--- src/rtl/lsu_pkg.sv ---
// Shared types and helpers for the load/store unit: funct3 codes, FSM states,
// and request legality checks.
package lsu_pkg;

  localparam logic [2:0] F3_B  = 3'b000;
  localparam logic [2:0] F3_H  = 3'b001;
  localparam logic [2:0] F3_W  = 3'b010;
  localparam logic [2:0] F3_BU = 3'b100;
  localparam logic [2:0] F3_HU = 3'b101;

  typedef enum logic [2:0] {
    IDLE   = 3'd0,
    LD_RD  = 3'd1,
    LD_RSP = 3'd2,
    ST_WR  = 3'd3,
    RMW_RD = 3'd4,
    RMW_WR = 3'd5
  } lsu_state_t;

  // funct3[1:0] encodes the access width for both loads and stores
  function automatic logic misaligned(input logic [2:0] funct3, input logic [1:0] addr_lo);
    logic bad;
    bad = 1'b0;
    case (funct3[1:0])
      2'b01:   bad = addr_lo[0];
      2'b10:   bad = (addr_lo != 2'b00);
      default: bad = 1'b0;
    endcase
    return bad;
  endfunction

  function automatic logic f3_legal(input logic is_store, input logic [2:0] funct3);
    logic ok;
    ok = 1'b0;
    if (is_store)
      ok = (funct3 == F3_B) || (funct3 == F3_H) || (funct3 == F3_W);
    else
      ok = (funct3 == F3_B) || (funct3 == F3_H) || (funct3 == F3_W) ||
           (funct3 == F3_BU) || (funct3 == F3_HU);
    return ok;
  endfunction

endpackage

--- src/rtl/lsu_align.sv ---
// Combinational lane logic: load lane select with sign/zero extension, and
// sub-word store merge into the word read back from memory.
module lsu_align
  import lsu_pkg::*;
(
  input  logic [2:0]  funct3,
  input  logic [1:0]  addr_lo,
  input  logic [31:0] mem_rdata,
  input  logic [31:0] st_data,
  output logic [31:0] ld_data,
  output logic [31:0] st_word
);

  logic [7:0]  ld_byte;
  logic [15:0] ld_half;

  always_comb begin
    ld_byte = mem_rdata[{addr_lo, 3'b000} +: 8];
    ld_half = mem_rdata[{addr_lo[1], 4'b0000} +: 16];
    case (funct3)
      F3_B:    ld_data = {{24{ld_byte[7]}}, ld_byte};
      F3_BU:   ld_data = {24'h0, ld_byte};
      F3_H:    ld_data = {{16{ld_half[15]}}, ld_half};
      F3_HU:   ld_data = {16'h0, ld_half};
      default: ld_data = mem_rdata;
    endcase
  end

  // untouched lanes keep the bits just read from memory
  always_comb begin
    st_word = mem_rdata;
    case (funct3)
      F3_B:    st_word[{addr_lo, 3'b000} +: 8]    = st_data[7:0];
      F3_H:    st_word[{addr_lo[1], 4'b0000} +: 16] = st_data[15:0];
      default: st_word = st_data;
    endcase
  end

endmodule

--- src/rtl/load_store_unit.sv ---
// RV32I load/store unit between EX/MEM and a single-port word memory.
// state  | meaning
// IDLE   | accept/reject a request
// LD_RD  | load: memory read strobe
// LD_RSP | load: extract lane, pulse resp_valid
// ST_WR  | full-word store write
// RMW_RD | sub-word store: read target word
// RMW_WR | sub-word store: write merged word
module load_store_unit
  import lsu_pkg::*;
#(
  parameter int DEPTH_LOG2 = 5
) (
  input  logic                  clk,
  input  logic                  rst,
  input  logic                  req_valid,
  input  logic                  req_write,
  input  logic                  req_read,
  input  logic [2:0]            req_funct3,
  input  logic [31:0]           req_addr,
  input  logic [31:0]           req_wdata,
  output logic                  stall,
  output logic                  resp_valid,
  output logic [31:0]           resp_rdata,
  output logic                  misaligned,
  output logic [DEPTH_LOG2-1:0] mem_addr,
  output logic                  mem_re,
  output logic                  mem_we,
  output logic [31:0]           mem_wdata,
  input  logic [31:0]           mem_rdata
);

  lsu_state_t            state;
  logic [DEPTH_LOG2+1:0] addr_q;
  logic [2:0]            f3_q;
  logic [31:0]           wdata_q;
  logic [31:0]           resp_q;
  logic                  misaligned_q;
  logic                  bad_req;
  logic [31:0]           ld_data;
  logic [31:0]           st_word;
  logic                  unused_addr_hi;

  // upper address bits wrap around the memory
  assign unused_addr_hi = ^req_addr[31:DEPTH_LOG2+2];

  assign bad_req = lsu_pkg::misaligned(req_funct3, req_addr[1:0]) ||
                   !f3_legal(req_write, req_funct3);

  lsu_align u_align (
    .funct3    (f3_q),
    .addr_lo   (addr_q[1:0]),
    .mem_rdata (mem_rdata),
    .st_data   (wdata_q),
    .ld_data   (ld_data),
    .st_word   (st_word)
  );

  always_ff @(posedge clk) begin
    if (rst) begin
      state        <= IDLE;
      addr_q       <= '0;
      f3_q         <= '0;
      wdata_q      <= '0;
      resp_q       <= '0;
      misaligned_q <= 1'b0;
    end else begin
      misaligned_q <= 1'b0;
      case (state)
        IDLE: begin
          if (req_valid && (req_write || req_read)) begin
            if (bad_req) begin
              misaligned_q <= 1'b1;
            end else begin
              addr_q  <= req_addr[DEPTH_LOG2+1:0];
              f3_q    <= req_funct3;
              wdata_q <= req_wdata;
              if (req_write)
                state <= (req_funct3 == F3_W) ? ST_WR : RMW_RD;
              else
                state <= LD_RD;
            end
          end
        end
        LD_RD:  state <= LD_RSP;
        LD_RSP: begin
          resp_q <= ld_data;
          state  <= IDLE;
        end
        ST_WR:  state <= IDLE;
        RMW_RD: state <= RMW_WR;
        RMW_WR: state <= IDLE;
        default: state <= IDLE;
      endcase
    end
  end

  assign stall      = (state != IDLE);
  assign misaligned = misaligned_q;
  assign mem_re     = !rst && ((state == LD_RD) || (state == RMW_RD));
  assign mem_we     = !rst && ((state == ST_WR) || (state == RMW_WR));
  assign mem_addr   = rst ? '0 : addr_q[DEPTH_LOG2+1:2];
  assign resp_valid = !rst && (state == LD_RSP);

  always_comb begin
    mem_wdata = 32'h0;
    if (!rst) begin
      if (state == ST_WR)
        mem_wdata = wdata_q;
      else if (state == RMW_WR)
        mem_wdata = st_word;
    end
  end

  always_comb begin
    resp_rdata = resp_q;
    if (rst)
      resp_rdata = 32'h0;
    else if (state == LD_RSP)
      resp_rdata = ld_data;
  end

endmodule

--- config.mk ---
export PLATFORM = sky130hd
export DESIGN_NAME = load_store_unit
export DESIGN_NICKNAME = d
export VERILOG_FILES = /design/src/rtl/lsu_pkg.sv /design/src/rtl/lsu_align.sv /design/src/rtl/load_store_unit.sv
export SDC_FILE = /design/constraint.sdc
export NUM_CORES = 1
export LEC_CHECK = 0
export CORE_UTILIZATION = 35
export CTS_BUF_LIST = sky130_fd_sc_hd__clkbuf_4 sky130_fd_sc_hd__clkbuf_8 sky130_fd_sc_hd__clkbuf_16
export CTS_CLUSTER_DIAMETER = 100
export DETAILED_ROUTE_END_ITERATION = 10
export GPL_TIMING_DRIVEN = 0
export HOLD_SLACK_MARGIN = 0.1
export PLACE_DENSITY = 0.66
export SLEW_MARGIN = 10
export SYNTH_ARGS = -nofsm -noshare
export SYNTH_HDL_FRONTEND = slang
export SYNTH_SLANG_ARGS = --single-unit
--- constraint.sdc ---
create_clock -name clk -period 3.5 [get_ports clk]
set_input_delay 0.525 -clock clk [delete_from_list [all_inputs] [get_ports clk]]
set_output_delay 0.525 -clock clk [all_outputs]
set_load 0.005 [all_outputs]
# [Word level (Yosys, flattened, before mapping)]
# Cells that the tools add are included.
[op_classes] add_sub_neg=2 n_eq_ne=16 n_shift=6 n_mux=18 bitwise=3 n_reduce_logical=22
[op_table] op="$mux 32" n=5
[op_table] op="$pmux 32 s4" n=1
[op_table] op="$bwmux 32" n=2
[op_table] op="$pmux 32 s2" n=1
[op_table] op="$shift 16x7->32 const A" n=1
[op_table] op="$shift 8x7->32 const A" n=1
[op_table] op="$shiftx 16x7->32" n=1
[op_table] op="$shiftx 32x6->16" n=1
[op_table] op="$shiftx 32x6->8" n=1
[op_table] op="$shiftx 8x7->32" n=1
[op_table] op="$eq 3x3->1 const B" n=6
[op_table] op="$neg 5->7" n=2
[op_table] op="$mux 3" n=4
[op_table] op="$eq 3x1->1 const B" n=3
[op_table] op="$eq 3x2->1 const B" n=3
[op_table] op="$logic_not 3->1" n=3
[op_table] op="$pmux 3 s3" n=1
[op_table] op="$logic_or 1x1->1" n=8
[op_table] op="$mux 5" n=1
[op_table] op="$logic_and 1x1->1" n=4
[op_table] op="$ne 2x2->1 const B" n=2
[op_table] op="$not 1->1" n=3
[op_table] op="$reduce_and 3->1" n=1
[op_table] op="$reduce_bool 3->1" n=1
[op_table] op="other kinds (8)" n=10
[totals] reg_bits=78 inputBits=104 word_cells=73

# [Depth between registers and ports, before layout]
[depth] ltp_word=11 mapped_depth=10 depth_no_buf=6

# [Hierarchy]
# From an unflattened synthesis, not the netlist that was laid out.
[hier_totals] hier_cells=743 area_unflattened_um2=5597.9
[modules_own_cells] mod="load_store_unit" instances=1 cells_each=439 area_each_um2=3674.8 seq_area_each_um2=1561.5
[modules_own_cells] mod="lsu_align" instances=1 cells_each=304 area_each_um2=1923.1 seq_area_each_um2=0.0

# [Worst setup path after synthesis]
# No wires, ideal clock.
[synth_timing] kind="flip-flop to output port" startpoint="reg addr_q[1]" endpoint="out mem_wdata[0]" arrival_ps=2442 slack_ps=533 path_stages_with_launch=10 n_path_buf=3 cell_sequence="dfxtp_1 > clkbuf_1 > buf_2 > buf_2 > inv_1 > ha_1 > nor4b_1 > o41a_1 > a31oi_1 > a2111oi_1"
[synth_between] elab_chain_len=7
[synth_rtl] element="from (decl)" line="load_store_unit.sv:34" rtl="logic [DEPTH_LOG2+1:0] addr_q;"
[synth_rtl] element="from (signal assigned)" line="load_store_unit.sv:75" rtl="addr_q <= req_addr[DEPTH_LOG2+1:0];"
[synth_rtl] element="$neg 5->7 (on tied branches)" line="lsu_align.sv:34, lsu_align.sv:33"
[synth_rtl] element="$shiftx 16x7->32, or another cell as far along" line="lsu_align.sv:34" rtl="F3_H: st_word[{addr_lo[1], 4'b0000} +: 16] = st_data[15:0];"
[synth_rtl] element="$bwmux 32 (on tied branches)" line="lsu_align.sv:34, lsu_align.sv:33"
[synth_rtl] element="$pmux 32 s2 (*)" line="lsu_align.sv:32" rtl="case (funct3)"
[synth_rtl] element="$mux 32 (*)" line="load_store_unit.sv:110" rtl="else if (state == RMW_WR)"
[synth_rtl] element="$mux 32 (*)" line="load_store_unit.sv:108" rtl="if (state == ST_WR)"
[synth_rtl] element="$mux 32 (*)" line="load_store_unit.sv:107" rtl="if (!rst) begin"
[synth_rtl] element="to (decl)" line="load_store_unit.sv:29" rtl="output logic [31:0] mem_wdata,"
# Mark *: on every way between the ends. The rest lies on a longest branch, timed or not.

# [Final worst setup path]
[layout_timing] startpoint="reg addr_q[1]" endpoint="out mem_wdata[17]"
# Same word-level chain as after synthesis.

==> impl_metrics.csv <==
group,metric,value,unit
status,outcome,"finished clean",
power,p_leak,2.692,nW
final_layout,area_growth,54.42,%
synthesis,syn_nets,661,
synthesis,async_reset_ff_share,0,%
routing,ant_nets,0,
worst_setup_path,cp-start-kind,"flop",
worst_setup_path,required,2.97,ns
grt,grt_max_degree,14,
flow_run,maxCapViolCount,0,
min_path,min_path_type,"flop to flop",
synthesis,ys_ff_latch,78,
worst_setup_path,cp_data_arrival_time,2.95,ns
floorplan,die_width,117.3,microns
final_layout,final_cell_mix,"136 x clkdlybuf4s50_1, 86 x nand2_1, 77 x dfxtp_1, 51 x mux2i_1, 32 x nor2_1",
cts,clockBufferDepth,2,
power,swShare,25.70,%
routing,wl_per_cell,20.01,microns
power,clkPwrFrac,44.2,%
cts,tritoncts,"built",
power,power_switching,0.0006773,W
power,power_frac_seq,35.7,%
synthesis,synth-simple-area-share,19.24,%
synthesis,yosys.cell_types.count,64,
synthesis,synth_area,0.004656,sq mm
power,total_power,0.002635,W
final_layout,final_nets,837,
final_layout,layout_commonest_cell,"clkdlybuf4s50_1",
cts,cts_root_buffer,"clkbuf_16",
cts,path_clk_slew,0.06,ns
cts,clk_latency,0.35,ns
routing,vias_per_cell,5.612,
power,p_int,0.001958,W
final_layout,diodes,0,
synthesis,synth_top_family_by_area,"compound AO/OA/AOI/OAI gates",
place,place_congestion,0.9039,
power,comb_power_share,20.1,%
timing,finalHoldViolCount,0,
place,port_buffers,151,
cts,htree_levels,3,
timing,finalMaxSlewViolations,0,
timing,max_freq,0.2874,GHz
routing,wl,18050,microns
timing,rsz0062_at_grt,"yes",
place,dpl.hpwl,13700,microns
synthesis,synth_mux_area_share,14.59,%
final_layout,instances_no_fill,902,
routing,firstDrtPassIters,5,
timing,skew,0.007871,ns
synthesis,yosysWarnings,0,
timing,min_period,3.479,ns
grt,antenna_found_initial,0,
grt,grt_pass1_wl,27370,microns
worst_setup_path,crit_type,"flop to primary output",
synthesis,synthAdderAreaFrac,2.150,%
synthesis,synth_compound_area_share,24.16,%
routing,route.detailed.drc,0,
power,power_density,366.5,mW/mm^2
final_layout,final_layout_size_suffix_gt1_share,15.48,%
timing,tightest_slew,0.6942,ns
grt,grt_pass1_vias,4881,
timing,finalSetupViolations,0,
worst_setup_path,worstPathMaxFanout,10,
synthesis,avgSynthCellArea,8.480,sq um
floorplan,core_area,0.01277,sq mm
floorplan,dieArea,0.01377,sq mm
cts,cts.sinks,78,
floorplan,start_util,36.45,%
routing,drtIter0Drc,370,
timing,period_share,99.40,%
synthesis,synthFlopType,"dfxtp_1",
synthesis,postSynthCellCount,549,
cts,cts_buffers,9,
floorplan,ios,178,
floorplan,die_y,117.3,microns
timing,fin_tns_setup,0,ns
power,ir_worst_vdd,0.2394,mV
timing,holdWs,0.4630,ns
timing,slew_headroom,53.63,%
place,dp.cells,872,
floorplan,rows,41,
synthesis,synth_edf_count,0,
routing,dr_total_vias,5062,
worst_setup_path,worstSetupEndpointType,"primary output",
synthesis,synth-seq-area-share,33.54,%
synthesis,synth_xor_area_share,0.3762,%
grt,grt_usage,25.91,%
grt,grt-ovfl-total,0,
path summary, 6_finish.rpt:
path | slack (ns) | startpoint | cells past startpoint | endpoint
max reg2reg | 1.18 | state[0] | 6 | addr_q[4]
max | 0.02 | addr_q[1] | 10 | mem_wdata[17]
min reg2reg | 0.46 | wdata_q[20] | 2 | wdata_q[20]
min | 0.46 | wdata_q[20] | 2 | wdata_q[20]
critical path, stage by stage, from the launching register on:
cell,delay [ns]
dfxtp_2,0.35
clkbuf_8,0.16
buf_12,0.14
buf_12,0.11
clkinvlp_4,0.13
ha_4,0.30
and3b_1,0.21
a31o_4,0.30
a221oi_1,0.35
nor3_1,0.10
clkdlybuf4s50_1,0.46
power groups by stage:
stage	Combinational, W	Clock, W	Sequential, W
2_1_floorplan	0.000243	0	0.000950
3_3_place_gp	0.000440	0	0.000958
3_5_place_dp	0.000446	0	0.000959
6_report	0.000528	0.00117	0.000942
5_1_grt	0.000563	0.00122	0.000944
4_1_cts	0.000486	0.00118	0.000940
sequential cells by signal, indices dropped and copies added (netlist names):
signal and count:
addr_q 7, wdata_q 32, misaligned 1, f3_q 3, resp_q 32, state 3
final cells by class:
type | instances | area, sq um
clock buffer | 10 | 239.0
clock inverter | 6 | 132.6
tap | 172 | 215.2
timing repair buffer | 166 | 1605
fill | 1158 | 5584
inverter | 21 | 82.58
multi-input combinational | 404 | 3107
buffer | 45 | 245.2
sequential | 78 | 1563
cells in the mapped netlist, drive strengths merged, types with 18 or more instances:
master	n	share of area [%]
a21oi	21	2.3
a221o	19	4.1
buf	22	2.3
clkbuf	24	1.9
dfxtp	78	34
inv	21	1.7
mux2i	51	11
nand2	86	6.9
nor2	35	3.0
nor3	18	2.3
o21ai	18	1.9
metrics by stage:
stage	instance area (sq um)	worst slack (ns)	util [%]
global placement	6382	-0.8066	49.97
CTS	7022	-0.01564	54.97
floorplan	4656	0.5331	-
finish	7189	0.02101	56.28
detailed placement	6382	-0.8621	49.97
global route	7189	-0.05673	56.28
cell families (layout without fill, tap and decap cells):
logic type	after synthesis	after routing
AOI/OAI and AO/OA	147	147
and+or+nand+nor	182	182
xor gates and xnor gates	2	2
muxes	65	65
DFF	78	78
adders and majority gates	8	8
buffers and inverters	67	248
metal layers:
layer	vias up	share of wire (%)	GRT usage, %
li1	2364	-	-
met1	2408	42	32.22
met5	-	0	0
met2	250	47	42.01
met3	40	8.0	7.101
met4	0	2.9	10.63
what timing repair did:
| action | 4_1_cts | 5_1_grt |
|---|---|---|
| endpoints found under the setup margin | 32 | 47 |
| hold buffers | 0 | 0 |
| resized for setup | 69 | 33 |
| pin swaps | 20 | 14 |
| cloned | 0 | 0 |
| setup buffers | 7 | 8 |
No activity file was read; power rests on OpenSTA's default activity.
==> RTL edit 1: new RTL, same settings <==
Reset style: asynchronous (`rst`), changed in one clocked block.
--- a/src/rtl/load_store_unit.sv
+++ b/src/rtl/load_store_unit.sv
@@ -58,3 +58,3 @@
 
-  always_ff @(posedge clk) begin
+  always_ff @(posedge clk or posedge rst) begin
     if (rst) begin
Formal check against the unedited RTL: differs if rst is asserted again (counterexample within 4 cycles, from zero or initial values and one cycle with rst high); with rst held inactive, the same outputs for 4 cycles.
==> RTL edit 1 against the original RTL <==
  * Area after synthesis rose by 19%
  * Die area rose by 18%
  * Utilization fell by 3.9 points
  * Count of clock-buffer cells in the layout fell by 1
  * Cell area rose by 12%
  * Sequential cell count did not move
  * Final cell count rose by 11%
  * Synthesized cell count rose by 11%
  * Routed wire length rose by 17%
  * Hold slack got worse by 0.065 ns
  * Setup slack improved by 0.027 ns
  * Critical path type is now in -> out
  * Via count rose by 11%
Power is not compared: it rests on default switching activity, and its combinational part moved more than twofold at a synthesized area within 25%.
==> RTL edit 1: results (changes against the original RTL) <==
| Metric | Value |
|---|---|
| Synth area leaders | `dfrtp_1 (35%), mux2_1 (7.9%), a22o_1 (5.1%), a21oi_1 (4.8%), nand2_1 (3.5%) (was dfxtp_1 (34%), mux2i_1 (11%), nand2_1 (6.9%), a221o_1 (4.1%), nor2_1 (2.7%))` |
| DR vias/cell | `5.627 (was 5.612)` |
| Fill count | `1442 (was 1158)` |
| Seq/Total Area, Yosys | `0.3529 (was 0.3354)` |
| Synth unique cells | `63 (was 64)` |
| Vias in the first global route | `5541 (was 4881)` |
| DRT Wirelength | `21140 um (was 18050 um)` |
| GR Util met3 | `0.04174 (was 0.07101)` |
| Layout Nets | `899 (was 837)` |
| Global-route wire length before repair | `31730 um (was 27370 um)` |
| Grt met1 use | `0.3480 (was 0.3222)` |
| GP Congestion | `0.8957 (was 0.9039)` |
| Post-synthesis async set-or-reset flop share | `1.000 (was 0)` |
| Vias | `5638 (was 5062)` |
| Fraction of layout cells with a size suffix above 1 | `0.1643 (was 0.1548)` |
| Place WS | `-0.6631 ns (was -0.8621 ns)` |
| Post_cts resized | `54 (was 69)` |
| Clock Skew | `0.008075 ns (was 0.007871 ns)` |
| Syn Nets | `722 (was 661)` |
| Met3 WL | `1243 um (was 1436 um)` |
| Syn_area_per_cell | `9.066 um^2 (was 8.480 um^2)` |
| # Post-CTS Setup Buffers | `8 (was 7)` |
| Dpl cells | `974 (was 872)` |
| Port Buffers | `152 (was 151)` |
| Total GRT Usage | `0.2608 (was 0.2591)` |
| Met2 usage | `0.4211 (was 0.4201)` |
| DP Wirelength | `15880 um (was 13700 um)` |
| Outcome | `complete, no violations (unchanged)` |
| Initial antenna violation count | `1 (was 0)` |
| Crit-path max cell delay | `0.65 ns (was 0.46 ns)` |
| Worst Path Arrival | `2.93 ns (was 2.95 ns)` |
| Met2 WL | `10010 um (was 8489 um)` |
| Top cells by count, synth | `dfrtp_1 (78), a21oi_1 (53), nand2_1 (52) (was nand2_1 (86), dfxtp_1 (78), mux2i_1 (51))` |
RTL edit 1: per-stage QoR:
stage | utilization | total power, uW | cell area, um^2 | setup TNS (ns) | hold WS [ns]
2_1_floorplan | - | 3634 | 5530 | 0 | 0.4381
3_3_place_gp | 0.4777 | 4770 | 7316 | -38.23 | 0.4545
5_1_grt | 0.5237 | 6437 | 8020 | -0.005634 | 0.4269
4_1_cts | 0.5137 | 5926 | 7868 | 0 | 0.4134
3_5_place_dp | 0.4797 | 4857 | 7346 | -16.91 | 0.4618
6_report | 0.5237 | 6065 | 8020 | 0 | 0.3983
RTL edit 1: area by class of cell:
type                            count  area, um^2  area share
Buffer                             48       276.5     0.03448
Timing Repair Buffer              168        1700      0.2120
Tap cell                          211       264.0     0.03292
Timing Repair inverter              1       8.758    0.001092
Clock inverter                      6       38.79    0.004836
Inverter                           17       97.59     0.01217
Clock buffer                        9       225.2     0.02808
Multi-Input combinational cell    464        3456      0.4309
Sequential cell                    78        1953      0.2435
RTL edit 1: path summary, 6_finish.rpt:
path / start / endpoint / slack [ns] / cells after the start
max in group asynchronous: rst / state[0] / 2.51 / 3
setup / recovery: mem_rdata[23] / resp_rdata[29] / 0.05 / 7
hold / removal: rst / resp_q[29] / 0.40 / 2
min in group clk: resp_q[1] / resp_q[1] / 0.47 / 2
hold reg to reg: resp_q[1] / resp_q[1] / 0.47 / 2
setup reg to reg: addr_q[1] / resp_q[2] / 1.40 / 7
RTL edit 1: kinds of logic after synthesis:
kind of cell,share of synthesized area
buffers and inverters,0.05566
and+or+nand+nor,0.1826
xor gates and xnor gates,0.003168
AOI/OAI and AO/OA,0.2615
DFF,0.3529
muxes,0.1260
adders and majority gates,0.01810
==> RTL edit 2: new RTL, config.mk and constraints unchanged <==
Made on the original files. Change the parameter `DEPTH_LOG2` from 5 to 7.
--- a/src/rtl/load_store_unit.sv
+++ b/src/rtl/load_store_unit.sv
@@ -11,3 +11,3 @@
 #(
-  parameter int DEPTH_LOG2 = 5
+  parameter int DEPTH_LOG2 = 7
 ) (
Interface: changed (resized mem_addr); port bits go from 178 to 180. The function was not compared with the original's and may differ.
==> RTL edit 2 against the original RTL <==
  * Sequential cell count increased by 2
  * Highest routed layer unchanged
  * Global-route usage is 0.77 points lower
  * Routed wire length shrank 0.45%
  * Power is 1.7% lower
  * Largest cell class unchanged
  * Area after synthesis is 1.7% higher
  * Setup slack improved by 0.027 ns
  * Cell area up 2.4%
  * Via count rose by 4.4%
  * Critical path depth unchanged
==> RTL edit 2: results (changes against the original RTL) <==
| Metric | Value |
|---|---|
| Top cells by count, synth | `nand2_1 (86), dfxtp_1 (80), mux2i_1 (51) (was nand2_1 (86), dfxtp_1 (78), mux2i_1 (51))` |
| Max frequency | `289.7 MHz (was 287.4 MHz)` |
| Outcome | `complete, no violations (unchanged)` |
| Met2 WL | `8511 um (was 8489 um)` |
| Fraction of layout cells with a size suffix above 1 | `0.1755 (was 0.1548)` |
| Share of the synthesized area in the top cell type | `0.3381 (was 0.3354)` |
| Static Leak | `0.002884 uW (was 0.002692 uW)` |
| Met2 usage | `0.4151 (was 0.4201)` |
| DRT Wirelength | `17970 um (was 18050 um)` |
| Synth area leaders | `dfxtp_1 (34%), mux2i_1 (11%), nand2_1 (6.8%), a221o_1 (4.0%), mux2_2 (3.3%) (was dfxtp_1 (34%), mux2i_1 (11%), nand2_1 (6.9%), a221o_1 (4.1%), nor2_1 (2.7%))` |
| Wl on met1 | `7495 um (was 7599 um)` |
| Total GRT Usage | `0.2514 (was 0.2591)` |
| Dpl cells | `890 (was 872)` |
| DP Wirelength | `13720 um (was 13700 um)` |
| Placed cell areas | `0.006519 mm^2 (was 0.006382 mm^2)` |
| Syn Nets | `670 (was 661)` |
| Port Buffers | `156 (was 151)` |
| Vias in the first global route | `5033 (was 4881)` |
| Seq/Total Area, Yosys | `0.3381 (was 0.3354)` |
| GR Util met3 | `0.04392 (was 0.07101)` |
| Grt met1 use | `0.3183 (was 0.3222)` |
| Crit-path max cell delay | `0.54 ns (was 0.46 ns)` |
| Peak supply drop | `0.2229 mV (was 0.2394 mV)` |
| Layout Nets | `859 (was 837)` |
| Worst Path Arrival | `2.93 ns (was 2.95 ns)` |
| GP Congestion | `0.8850 (was 0.9039)` |
| Met3 WL | `1420 um (was 1436 um)` |
| Cell count after synthesis | `558 (was 549)` |
| Biggest regs | `resp_q (32), wdata_q (32), addr_q (9) (was resp_q (32), wdata_q (32), addr_q (7))` |
| Synth unique cells | `61 (was 64)` |
## RTL edit 2: what timing repair did
action	CTS	global route
endpoints found under the setup margin	41	47
hold buffers	0	0
pin swaps	19	15
setup buffers	13	9
gates resized for setup	72	44
## RTL edit 2: cell type report
type	count	area, um^2
sequential	80	1603
multi-input combinational	410	3138
clock buffer	10	232.7
tap	176	220.2
inverter	21	86.33
fill	1229	5883
clock inverter	6	107.6
timing repair buffer	178	1724
buffer	47	247.7
## RTL edit 2: path summary, 6_finish.rpt
path | from | endpoint | cells past startpoint
hold reg to reg | wdata_q[29] | wdata_q[29] | 2
setup reg to reg | state[0] | addr_q[7] | 7
setup / recovery | addr_q[1] | mem_wdata[21] | 10
hold / removal | wdata_q[29] | wdata_q[29] | 2
## RTL edit 2: cells by family (layout without fill, tap and decap cells)
logic type                 after synthesis  in the layout  share of synthesized area
AOI/OAI and AO/OA                      147            147                     0.2375
adders and majority gates                8              8                    0.02113
buffers and inverters                   68            262                    0.05784
muxes                                   67             67                     0.1482
and+or+nand+nor                        186            186                     0.1936
xor gates and xnor gates                 2              2                   0.003699
DFF                                     80             80                     0.3381
## RTL edit 2: through the flow
step | hold WS, ns | setup TNS (ns) | power (uW) | utilization
after floorplan | 0.4351 | 0 | 1219 | -
after global placement | 0.4446 | -15.61 | 1430 | 0.4923
after detailed placement | 0.4478 | -14.53 | 1437 | 0.4923
after CTS | 0.4574 | -0.2853 | 2562 | 0.5383
after global routing | 0.4777 | -0.4654 | 2679 | 0.5557
final | 0.4570 | 0 | 2590 | 0.5557
## RTL edit 2: worst min-delay path, stage by stage (launching register included)
cell	delay, ns
dfxtp_1	0.31
nand2_1	0.05
mux2i_1	0.05
## RTL edit 2: report_power, final
group          internal (uW)  switching, uW
logic                    270            280
clock network            702            375
registers                941           22.9
total                   1910            678
